File: src/rtl/alu_share_arbiter_if.sv
// Bundle between the ALU-sharing arbiter, its four requesters and the shared ALU.
// slave = arbiter side; master = requesters plus ALU (the environment).
interface alu_share_arbiter_if #(
    parameter int unsigned NREQ  = 4,
    parameter int unsigned WIDTH = 64
);
    logic [NREQ-1:0]       req;
    logic [3*NREQ-1:0]     op;
    logic [NREQ*WIDTH-1:0] opA;
    logic [NREQ*WIDTH-1:0] opB;
    logic [WIDTH-1:0]      alu_A;
    logic [WIDTH-1:0]      alu_B;
    logic [2:0]            alu_cntrl;
    logic [WIDTH-1:0]      alu_result;
    logic [3:0]            alu_flags;
    logic [NREQ-1:0]       grant;
    logic [NREQ-1:0]       done;
    logic [WIDTH-1:0]      result;
    logic [3:0]            flags;

    modport slave (
        input  req, op, opA, opB, alu_result, alu_flags,
        output alu_A, alu_B, alu_cntrl, grant, done, result, flags
    );

    modport master (
        output req, op, opA, opB, alu_result, alu_flags,
        input  alu_A, alu_B, alu_cntrl, grant, done, result, flags
    );
endinterface

File: src/rtl/alu_share_arbiter.sv
// Round-robin IDLE/EXEC/DONE sequencer sharing one ALU among four requesters.
// Operands are frozen at grant; result/flags are captured on the EXEC->DONE edge.
module alu_share_arbiter #(
    parameter int unsigned NREQ  = 4,
    parameter int unsigned WIDTH = 64
) (
    input logic                clk,
    input logic                reset,
    alu_share_arbiter_if.slave bus
);
    localparam int unsigned PtrW = $clog2(NREQ);
    localparam logic [NREQ-1:0] OneHot0 = NREQ'(1);

    typedef enum logic [1:0] {StIdle, StExec, StDone} state_e;

    state_e            state_q, state_d;
    logic [PtrW-1:0]   ptr_q, ptr_d;
    logic [PtrW-1:0]   owner_q, owner_d;
    logic [WIDTH-1:0]  alu_a_q, alu_a_d;
    logic [WIDTH-1:0]  alu_b_q, alu_b_d;
    logic [2:0]        alu_cntrl_q, alu_cntrl_d;
    logic [NREQ-1:0]   grant_q, grant_d;
    logic [NREQ-1:0]   done_q, done_d;
    logic [WIDTH-1:0]  result_q, result_d;
    logic [3:0]        flags_q, flags_d;

    logic [PtrW-1:0]   win;
    logic [PtrW-1:0]   cand;
    logic              found;

    // First requester at or after ptr_q, wrapping through the pointer width.
    always_comb begin
        win   = ptr_q;
        cand  = ptr_q;
        found = 1'b0;
        for (int unsigned i = 0; i < NREQ; i++) begin
            cand = ptr_q + PtrW'(i);
            if (!found && bus.req[cand]) begin
                win   = cand;
                found = 1'b1;
            end
        end
    end

    always_comb begin
        state_d     = state_q;
        ptr_d       = ptr_q;
        owner_d     = owner_q;
        alu_a_d     = alu_a_q;
        alu_b_d     = alu_b_q;
        alu_cntrl_d = alu_cntrl_q;
        grant_d     = grant_q;
        done_d      = '0;
        result_d    = result_q;
        flags_d     = flags_q;
        unique case (state_q)
            StIdle: begin
                if (found) begin
                    owner_d     = win;
                    alu_a_d     = bus.opA[win*WIDTH +: WIDTH];
                    alu_b_d     = bus.opB[win*WIDTH +: WIDTH];
                    alu_cntrl_d = bus.op[win*3 +: 3];
                    grant_d     = OneHot0 << win;
                    state_d     = StExec;
                end
            end
            StExec: begin
                result_d = bus.alu_result;
                flags_d  = bus.alu_flags;
                done_d   = grant_q;
                state_d  = StDone;
            end
            StDone: begin
                ptr_d   = owner_q + PtrW'(1);
                grant_d = '0;
                state_d = StIdle;
            end
            default: state_d = StIdle;
        endcase
    end

    always_ff @(posedge clk) begin
        if (reset) begin
            state_q     <= StIdle;
            ptr_q       <= '0;
            owner_q     <= '0;
            alu_a_q     <= '0;
            alu_b_q     <= '0;
            alu_cntrl_q <= '0;
            grant_q     <= '0;
            done_q      <= '0;
            result_q    <= '0;
            flags_q     <= '0;
        end else begin
            state_q     <= state_d;
            ptr_q       <= ptr_d;
            owner_q     <= owner_d;
            alu_a_q     <= alu_a_d;
            alu_b_q     <= alu_b_d;
            alu_cntrl_q <= alu_cntrl_d;
            grant_q     <= grant_d;
            done_q      <= done_d;
            result_q    <= result_d;
            flags_q     <= flags_d;
        end
    end

    assign bus.alu_A     = alu_a_q;
    assign bus.alu_B     = alu_b_q;
    assign bus.alu_cntrl = alu_cntrl_q;
    assign bus.grant     = grant_q;
    assign bus.done      = done_q;
    assign bus.result    = result_q;
    assign bus.flags     = flags_q;
endmodule

File: src/flat_wrapper.sv
// flat-port wrapper written by rule: the top's interface ports become plain ports
module alu_share_arbiter_flat 
#(
    parameter int unsigned NREQ  = 4,
    parameter int unsigned WIDTH = 64
)
  (clk, reset, bus_req, bus_op, bus_opA, bus_opB, bus_alu_result, bus_alu_flags, bus_alu_A, bus_alu_B, bus_alu_cntrl, bus_grant, bus_done, bus_result, bus_flags);
  alu_share_arbiter_if #(.NREQ(NREQ), .WIDTH(WIDTH)) bus_i ();
  input logic clk;
  input logic reset;
  input wire logic [$bits(bus_i.req)-1:0] bus_req;
  input wire logic [$bits(bus_i.op)-1:0] bus_op;
  input wire logic [$bits(bus_i.opA)-1:0] bus_opA;
  input wire logic [$bits(bus_i.opB)-1:0] bus_opB;
  input wire logic [$bits(bus_i.alu_result)-1:0] bus_alu_result;
  input wire logic [$bits(bus_i.alu_flags)-1:0] bus_alu_flags;
  output wire logic [$bits(bus_i.alu_A)-1:0] bus_alu_A;
  output wire logic [$bits(bus_i.alu_B)-1:0] bus_alu_B;
  output wire logic [$bits(bus_i.alu_cntrl)-1:0] bus_alu_cntrl;
  output wire logic [$bits(bus_i.grant)-1:0] bus_grant;
  output wire logic [$bits(bus_i.done)-1:0] bus_done;
  output wire logic [$bits(bus_i.result)-1:0] bus_result;
  output wire logic [$bits(bus_i.flags)-1:0] bus_flags;
  assign bus_i.req = bus_req;
  assign bus_i.op = bus_op;
  assign bus_i.opA = bus_opA;
  assign bus_i.opB = bus_opB;
  assign bus_i.alu_result = bus_alu_result;
  assign bus_i.alu_flags = bus_alu_flags;
  assign bus_alu_A = bus_i.alu_A;
  assign bus_alu_B = bus_i.alu_B;
  assign bus_alu_cntrl = bus_i.alu_cntrl;
  assign bus_grant = bus_i.grant;
  assign bus_done = bus_i.done;
  assign bus_result = bus_i.result;
  assign bus_flags = bus_i.flags;
  alu_share_arbiter #(.NREQ(NREQ), .WIDTH(WIDTH)) u_core (.clk(clk), .reset(reset), .bus(bus_i));
endmodule
File: config.mk
export PLATFORM = sky130hd
export DESIGN_NAME = alu_share_arbiter_flat
export DESIGN_NICKNAME = d
export VERILOG_FILES = /design/src/rtl/alu_share_arbiter_if.sv /design/src/rtl/alu_share_arbiter.sv /design/src/flat_wrapper.sv
export SDC_FILE = /design/constraint.sdc
export NUM_CORES = 1
export LEC_CHECK = 0
export ABC_CLOCK_PERIOD_IN_PS = 4300
export CAP_MARGIN = 0
export CELL_PAD_IN_SITES_DETAIL_PLACEMENT = 0
export CELL_PAD_IN_SITES_GLOBAL_PLACEMENT = 1
export CORE_AREA = 3 3 314 316
export DETAILED_ROUTE_END_ITERATION = 10
export DIE_AREA = 0 0 317 319
export HOLD_SLACK_MARGIN = 0.03
export PLACE_DENSITY_LB_ADDON = 0.15
export SLEW_MARGIN = 30
export SYNTH_ARGS = -nofsm -noshare
export SYNTH_HDL_FRONTEND = slang
export SYNTH_SLANG_ARGS = --single-unit
File: constraint.sdc
create_clock -name clk -period 4.3 [get_ports clk]
set_clock_uncertainty 0.05 [all_clocks]
set_input_delay 0.43 -clock clk [delete_from_list [all_inputs] [get_ports clk]]
set_output_delay 0.43 -clock clk [all_outputs]
set_load 0.05 [all_outputs]
==> results of run 1 <==
==> kinds of logic (layout without fill, tap and decap cells) <==
family,Yosys count,in the layout
flip-flops,213,213
buffers and inverters,102,887
multiplexers,262,262
AO/OA/AOI/OAI,215,215
other,0,10
XOR/XNOR,1,1
AND/OR/NAND/NOR,302,302
==> metrics by stage <==
step	util	setup slack, ns	power [mW]	hold slack (ns)
2_1_floorplan	-	2.44	4.06	0.398
3_3_place_gp	0.210	1.20	5.39	0.393
3_5_place_dp	0.210	1.16	5.40	0.397
4_1_cts	0.222	1.76	8.47	0.0738
5_1_grt	0.222	1.56	8.65	0.0857
6_report	0.222	1.67	8.22	0.124
==> layout make-up <==
type / instances / area [um2] / area share
Antenna cell: 10 / 25.0 / 0.00117
Clock buffer: 52 / 1040 / 0.0486
Clock inverter: 6 / 95.1 / 0.00444
Inverter: 3 / 11.3 / 0.000526
Multi-Input combinational cell: 780 / 6020 / 0.281
Sequential cell: 213 / 4260 / 0.199
Tap cell: 1276 / 1600 / 0.0745
Timing Repair Buffer: 826 / 8370 / 0.391
==> flip-flops by register name, summed over array words and instances (netlist names) <==
name                  count
u_core.bus.done           4
u_core.owner_q            2
u_core.bus.grant          4
u_core.bus.flags          4
u_core.ptr_q              2
u_core.bus.alu_cntrl      3
u_core.state_q            2
u_core.bus.alu_B         64
u_core.bus.alu_A         64
u_core.bus.result        64
==> routing by layer <==
layer,global-route usage,vias to the layer above
li1,-,5539
met1,0.124,5471
met2,0.245,391
met3,0.0389,73
met4,0.0386,6
met5,0,-
==> placed cells by master (no fill, tap or decap), types with 3 or more instances in the layout <==
cell               n
o221ai_1          41
nand2b_1           5
clkbuf_16         36
dfxtp_1          213
mux2i_1          262
nand2_1          272
nand3_1            5
diode_2           10
nor2_1             6
clkdlybuf4s50_1  803
o221ai_2          90
inv_1              3
clkbuf_1           8
buf_12            13
a21oi_1           78
and2_1             4
clkbuf_8           8
buf_4              9
==> how the worst max path moves through the flow <==
stage                     depth (start not counted)  slack (ns)                                 to
after floorplan                                   8        2.44  u_core.bus.alu_B[39]$_SDFFE_PP0P_
after global placement                            7        1.20  u_core.bus.alu_B[47]$_SDFFE_PP0P_
after detailed placement                          7        1.16  u_core.bus.alu_B[48]$_SDFFE_PP0P_
after CTS                                         7        1.76  u_core.bus.alu_B[48]$_SDFFE_PP0P_
after global routing                              8        1.56  u_core.bus.alu_B[12]$_SDFFE_PP0P_
final                                             8        1.67   u_core.bus.alu_B[3]$_SDFFE_PP0P_
==> power breakdown <==
group	internal, mW	total [mW]	switching [mW]
logic	1.28	2.97	1.68
registers	2.21	2.34	0.132
clock network	1.78	2.91	1.13
total	5.28	8.22	2.94
==> flow_summary.ini, run 1 <==
[outcome]
outcome = finished, final reports clean

[die]
rows = 114
die_w_um = 317
start_util = 0.113
fp.dieH_um = 319
dieArea_um2 = 101000
core-area_um2 = 96300
io_pins = 805

[synth]
synthMuxAreaShare = 0.241
synth_simple_gate_area_share = 0.109
syn_avg_cell_area_um2 = 9.96
syn_nets = 1693
synth_top_family_by_area = multiplexers
async_flop_share = 0
yosys-top-cells-count = nand2_1, mux2i_1, dfxtp_1, o221ai_2, a21oi_1
yosysTopAreaCell = dfxtp_1
yosysWarnings = 0
synth_seq_area_share = 0.391
synth_most_common_cell = nand2_1
synth_ff_type = dfxtp_1
synth-edff-count = 0
synth-xor-area-share = 0.000803
ys_types = 28
synth_top_cell_area_share = 0.391
ys_ff_latch = 213
synthCells = 1095
synthAdderAreaFrac = 0
synth_compound_area_frac = 0.197
netlist_area_um2 = 10900
synth_area_leaders = dfxtp_1, mux2i_1, o221ai_2

[clock_tree]
numCtsBuffers = 35
clock_latency_ns = 0.54
clockBufferDepth = 3
cts_tree = built
clkSinkCount = 213
cts.clk_slew.worst_paths_ns = 0.05
cts_setup_buffers = 0
cts_hold_buf = 0
cts_root_buf = clkbuf_16
ctsHtreeMaxLevel = 2
cts_resized = 0

[power]
powerDensity_nw_per_um2 = 384
worst_ir_drop_vdd_v = 0.000244
power_leakage_nw = 7.55

[critical_path]
crit_path_max_fanout = 50
end_kind = flop
critical-path-slowest-cell = clkdlybuf4s50_1
path_delay_family = buffers and inverters
cp.arrival_ns = 2.99
required_ns = 4.66
startpoint = bus_req[2]
crit_buf_inv = 3
start_kind = primary input
path_common_cell = buf_12
reg2reg_from = u_core.ptr_q[0]$_SDFFE_PP0P_
r2r_setup_slack_ns = 1.82
worstSetupPathType = in -> reg
r2r_cells = 7
r2r_end = u_core.bus.alu_B[3]$_SDFFE_PP0P_
cp_cell_sequence = clkdlybuf4s50_1, nor2_1, nand2_1, a211oi_4, buf_12, buf_12, mux2i_1, o221ai_2
cp_slowest_stage_delay_ns = 0.47

[timing]
setup_tns_ns = 0
rsz0062_at_grt = no
worstMarginPinSlew_ns = 0.913
timing.final.crit_period_ns = 2.63
fmax_mhz = 381
hold_viol_final = 0
setup_viol = 0
max_slew_margin = 0.391
drv_slew = 0
fin_crit_sh = 0.611

[grt]
grtUsageTotal = 0.125
grt_overflow = 0
grt_pass1_vias = 12600
grt_pass1_wl_um = 91900
grt_max_degree = 78
antenna_found_initial = 14

[route]
vias = 11500
viasPerCell = 3.63
wl_met2_um = 37000
top_layer = met5
wl_per_cell_um = 21.1
firstDrtPassIters = 4
wl_um = 66700
drc_errors = 0
m1WireLength_um = 23300
wl_met3_um = 4850
postRouteAntennaNets = 0
first_iter_violations = 353

[place]
dpl_cell_area_um2 = 20300
port_buffers = 804
place_inst = 3098
place_hpwl_um = 51800
place.gp.congestion = 0.802

[min_path]
min_path_cells = 2
hold_class = in -> reg
worstHoldStart = reset
hold_end = u_core.state_q[0]$_SDFFE_PP0P_

[final_layout]
syn_to_final_growth_pct = 96.5
fin_cells = 3166
nFillCells = 10400
drive_gt1_frac = 0.0910
num-nets-final = 2457
design_area_um2 = 21400

[flow_run]
cap_viol_max_count = 0
Note: power is estimated with default switching activity, not from simulation.
==> run 2, diff against run 1 <==
Settings changed: ABC_CLOCK_PERIOD_IN_PS 4300 to 2200, CORE_AREA 3 3 314 316 to 3 3 313 315, DIE_AREA 0 0 317 319 to 0 0 316 318.
Clock period 4.3 ns to 2.2 ns, I/O delays scaled along.
==> flow_summary.ini, run 2 (synthesis gave the netlist of run 1 again) <==
[power]
power_leakage_nw = 8.12
powerDensity_nw_per_um2 = 721
worst_ir_drop_vdd_v = 0.000448

[clock_tree]
clock_latency_ns = 0.54
ctsHtreeMaxLevel = 2
cts_root_buf = clkbuf_16
clkSinkCount = 213
clockBufferDepth = 3
cts.clk_slew.worst_paths_ns = 0.06
numCtsBuffers = 34
cts_tree = built

[final_layout]
drive_gt1_frac = 0.152
layout_commonest_cell = clkdlybuf4s50_1
fin_util = 0.236
syn_to_final_growth_pct = 106
design_area_um2 = 22500
num-nets-final = 2564
mostFrequentLayoutCells = clkdlybuf4s50_1, nand2_1, mux2i_1
fin_cells = 3263

[critical_path]
r2r_end = u_core.bus.alu_A[0]$_SDFFE_PP0P_
cp_slowest_stage_delay_ns = 0.40
end_kind = flop
start_kind = flop
path_delay_family = buffers and inverters
cp.arrival_ns = 2.47
critical-path-slowest-cell = mux2i_4
path_depth = 8
cp_cell_sequence = nand2b_1, a21oi_1, a211oi_4, buf_12, buf_4, buf_12, mux2i_4, o221ai_1
path_common_cell = buf_12
worstSetupPathType = reg -> reg
r2r_cells = 8
crit_buf_inv = 3
required_ns = 2.54
crit_path_max_fanout = 11
r2r_setup_slack_ns = 0.07
reg2reg_from = u_core.ptr_q[0]$_SDFFE_PP0P_

[timing]
rsz0062_at_grt = yes
worstMarginPinSlew_ns = 0.686
fin_crit_sh = 0.969
hold_viol_final = 0
drv_slew = 0
setup_slack_ns = 0.0693
timing.final.crit_period_ns = 2.13
setup_viol = 0
max_slew_margin = 0.541
fmax_mhz = 469

[route]
top_layer = met5
postRouteAntennaNets = 0
wl_um = 70000
viasPerCell = 3.63
first_iter_violations = 430
wl_met3_um = 5080
wl_met2_um = 38000
drc_errors = 0
vias = 11900
m1WireLength_um = 25200
firstDrtPassIters = 4
wl_per_cell_um = 21.5

[place]
place_inst = 3185
place_ws_ns = -0.932
place.gp.congestion = 0.798
dpl_cell_area_um2 = 21100
place_hpwl_um = 56000
port_buffers = 804

[die]
rows = 113
dieArea_um2 = 100000
core-area_um2 = 95200
start_util = 0.115
fp.dieH_um = 318
io_pins = 805
die_w_um = 316

[grt]
grtUsageTotal = 0.133
grt_pass1_wl_um = 97200
grt_overflow = 0
antenna_found_initial = 10
grt_max_degree = 52
grt_pass1_vias = 13100

[outcome]
outcome = finished, final reports clean

[min_path]
min_path_cells = 3
worstHoldStart = bus_alu_result[41]
hold_end = u_core.bus.result[41]$_SDFFE_PP0N_
hold_class = in -> reg

[flow_run]
cap_viol_max_count = 0
-- run 2: cell count changes in the layout (fill, tap and decap cells not counted), sizes merged, moves of 2 or more --
cell / change
buf: +110
bufbuf: +3
clkdlybuf4s50: -7
diode: -2
-- run 2: routing by layer --
| metal | track usage | vias to the layer above |
|---|---|---|
| met4 | 0.0385 | 6 |
| met2 | 0.258 | 415 |
| met1 | 0.136 | 5601 |
| met5 | 0 | - |
| li1 | - | 5758 |
| met3 | 0.0397 | 71 |
-- run 2: power by group --
| group | total (mW) | internal (mW) | switching (mW) |
|---|---|---|---|
| logic | 6.33 | 2.89 | 3.44 |
| registers | 4.59 | 4.32 | 0.270 |
| clock network | 5.30 | 3.15 | 2.14 |
| total | 16.2 | 10.4 | 5.85 |
-- run 2: how the worst max path moves through the flow --
stage / start / to
after floorplan: u_core.ptr_q[0]$_SDFFE_PP0P_ / u_core.bus.alu_B[39]$_SDFFE_PP0P_
after global placement: bus_req[2] / u_core.bus.alu_A[0]$_SDFFE_PP0P_
after detailed placement: bus_req[2] / u_core.bus.alu_A[0]$_SDFFE_PP0P_
after CTS: u_core.bus.alu_B[32]$_SDFFE_PP0P_ / bus_alu_B[32]
after global routing: u_core.ptr_q[0]$_SDFFE_PP0P_ / u_core.bus.alu_B[36]$_SDFFE_PP0P_
final: u_core.ptr_q[0]$_SDFFE_PP0P_ / u_core.bus.alu_A[0]$_SDFFE_PP0P_
-- run 2: through the flow --
stage | power (mW) | TNS, ns | hold WS (ns)
after global placement | 10.9 | -60.67 | 0.393
after global routing | 17.0 | -0.0899 | 0.156
final | 16.2 | 0 | 0.177
after floorplan | 7.93 | 0 | 0.306
after CTS | 16.7 | 0 | 0.121
after detailed placement | 10.9 | -58.74 | 0.396
-- run 2: final cells by class --
cell class                 instances  area (um2)
tap                             1265        1580
timing repair buffer             934        9420
clock buffer                      53         932
inverter                           3        11.3
clock inverter                     7         104
sequential                       213        4270
antenna                            8        20.0
fill                           10300       72700
multi-input combinational        780        6140
-- run 2: what timing repair did --
item,in CTS,in global routing
setup buffers,6,0
hold buffers,1,0
pin swaps,1,0
gates cloned,3,0
gates resized for setup,27,12
endpoints found under the hold margin,4,0
endpoints found under the setup margin,120,13
-- run 2: worst register-to-register path, stage by stage, from the launching register on --
cell and delay [ns]:
dfxtp_2 0.36, nand2b_1 0.14, a21oi_1 0.10, a211oi_4 0.25, buf_12 0.15, buf_4 0.19, buf_12 0.17, mux2i_4 0.41
o221ai_1 0.16
==> run 3, diff against run 2 <==
Settings changed: CORE_AREA 3 3 313 315 to 2 2 312 314, DIE_AREA 0 0 316 318 to 0 0 314 316.
==> flow_summary.ini, run 3 (synthesis gave the netlist of run 1 again) <==
[outcome]
outcome = finished, final reports clean

[timing]
max_slew_margin = 0.531
worstMarginPinSlew_ns = 0.704
rsz0062_at_grt = no
hold_viol_final = 0
setup_viol = 0
fin_crit_sh = 0.961
hold_ws_ns = 0.173
fmax_mhz = 473
setup_slack_ns = 0.0867
drv_slew = 0
timing.final.crit_period_ns = 2.11

[grt]
grtUsageTotal = 0.129
grt_overflow = 0
grt_max_degree = 58
grt_pass1_vias = 12800
grt_pass1_wl_um = 92900
antenna_found_initial = 19

[clock_tree]
cts_tree = built
numCtsBuffers = 35
clockBufferDepth = 3
cts_root_buf = clkbuf_16
ctsHtreeMaxLevel = 2
cts.clk_slew.worst_paths_ns = 0.06
clock_latency_ns = 0.54
clkSinkCount = 213

[critical_path]
end_kind = flop
critical-path-slowest-cell = dfxtp_2
required_ns = 2.57
start_kind = flop
path_depth = 9
cp_slowest_stage_delay_ns = 0.36
crit_path_max_fanout = 14
worstSetupPathType = reg -> reg
cp.arrival_ns = 2.48
cp_cell_sequence = nand2b_1, a21oi_1, a211oi_4, buf_12, buf_12, buf_4, mux2i_1, buf_4, o221ai_2
r2r_cells = 9
crit_buf_inv = 4
path_delay_family = buffers and inverters

[place]
place_hpwl_um = 54000
place.gp.congestion = 0.800
port_buffers = 804
place_inst = 3161
place_ws_ns = -0.500

[route]
vias = 11700
postRouteAntennaNets = 0
firstDrtPassIters = 4
drc_errors = 0
wl_per_cell_um = 20.9
wl_um = 67500
viasPerCell = 3.62
first_iter_violations = 397

[die]
core-area_um2 = 96000
rows = 114
dieArea_um2 = 99200
die_w_um = 314
io_pins = 805
fp.dieH_um = 316
start_util = 0.114

[power]
power.share.clock = 0.346
pwr-share-seq = 0.279
p_int_mw = 10.5
worst_ir_drop_vdd_v = 0.000519
netSwitchingFraction = 0.358
power_leakage_nw = 7.97
switchingPower_mw = 5.87
powerDensity_nw_per_um2 = 739
combPwrFrac = 0.374
p_total_mw = 16.4

[flow_run]
cap_viol_max_count = 0

[final_layout]
nFillCells = 10300
num-nets-final = 2522
fin_cells = 3232
layout_commonest_cell = clkdlybuf4s50_1
syn_to_final_growth_pct = 103
mostFrequentLayoutCells = clkdlybuf4s50_1, nand2_1, mux2i_1
drive_gt1_frac = 0.128

[min_path]
min_path_cells = 3
hold_class = in -> reg
==> run 3: metrics by stage <==
| stage | util | setup TNS, ns | instance area, um2 |
|---|---|---|---|
| 6_report | 0.231 | 0 | 22200 |
| 3_3_place_gp | 0.218 | -48.14 | 21000 |
| 5_1_grt | 0.231 | 0 | 22200 |
| 4_1_cts | 0.230 | 0 | 22100 |
| 3_5_place_dp | 0.218 | -48.02 | 21000 |
| 2_1_floorplan | - | 0 | 10900 |
==> run 3: path summary, 6_finish.rpt <==
path                            slack [ns]                              from                                 end
worst min register to register        0.40  u_core.bus.flags[0]$_SDFFE_PP0N_    u_core.bus.flags[0]$_SDFFE_PP0N_
worst max register to register        0.09      u_core.ptr_q[0]$_SDFFE_PP0P_   u_core.bus.alu_B[36]$_SDFFE_PP0P_
worst max-delay path                  0.09      u_core.ptr_q[0]$_SDFFE_PP0P_   u_core.bus.alu_B[36]$_SDFFE_PP0P_
worst min-delay path                  0.17                bus_alu_result[52]  u_core.bus.result[52]$_SDFFE_PP0N_
==> run 3: final cells by class <==
type,count,area (um2),share of cell area
sequential,213,4270,0.192
antenna,10,25.0,0.00113
clock buffer,50,1010,0.0457
inverter,3,11.3,0.000508
timing repair buffer,891,9110,0.411
multi-input combinational,780,6030,0.272
tap,1276,1600,0.0720
clock inverter,9,110,0.00497
==> run 3: routing by layer <==
metal,vias up,track usage,routed length (um)
met5,-,0,103
met4,16,0.0422,1580
met3,87,0.0382,4550
met2,402,0.243,36800
met1,5541,0.135,24400
li1,5664,-,-
==> run 3: tightest hold or removal path: stages <==
cell             delay, ns
clkdlybuf4s50_1       0.39
nand2_1               0.05
a21oi_1               0.05
==> run 3: timing repair <==
item | 4_1_cts | 5_1_grt
endpoints found under the hold margin | 1 | 0
hold buffers | 1 | 0
gates resized for setup | 0 | 7
setup endpoints to repair | 75 | 24
pin swaps | 1 | 0
setup buffers | 1 | 0
==> run 3: power by group through the flow <==
stage | clock network (mW) | logic [mW] | registers [mW]
floorplan | 0 | 1.77 | 6.16
global placement | 0 | 6.22 | 4.64
detailed placement | 0 | 6.21 | 4.65
CTS | 5.99 | 6.24 | 4.58
global route | 6.09 | 6.46 | 4.64
finish | 5.67 | 6.13 | 4.58
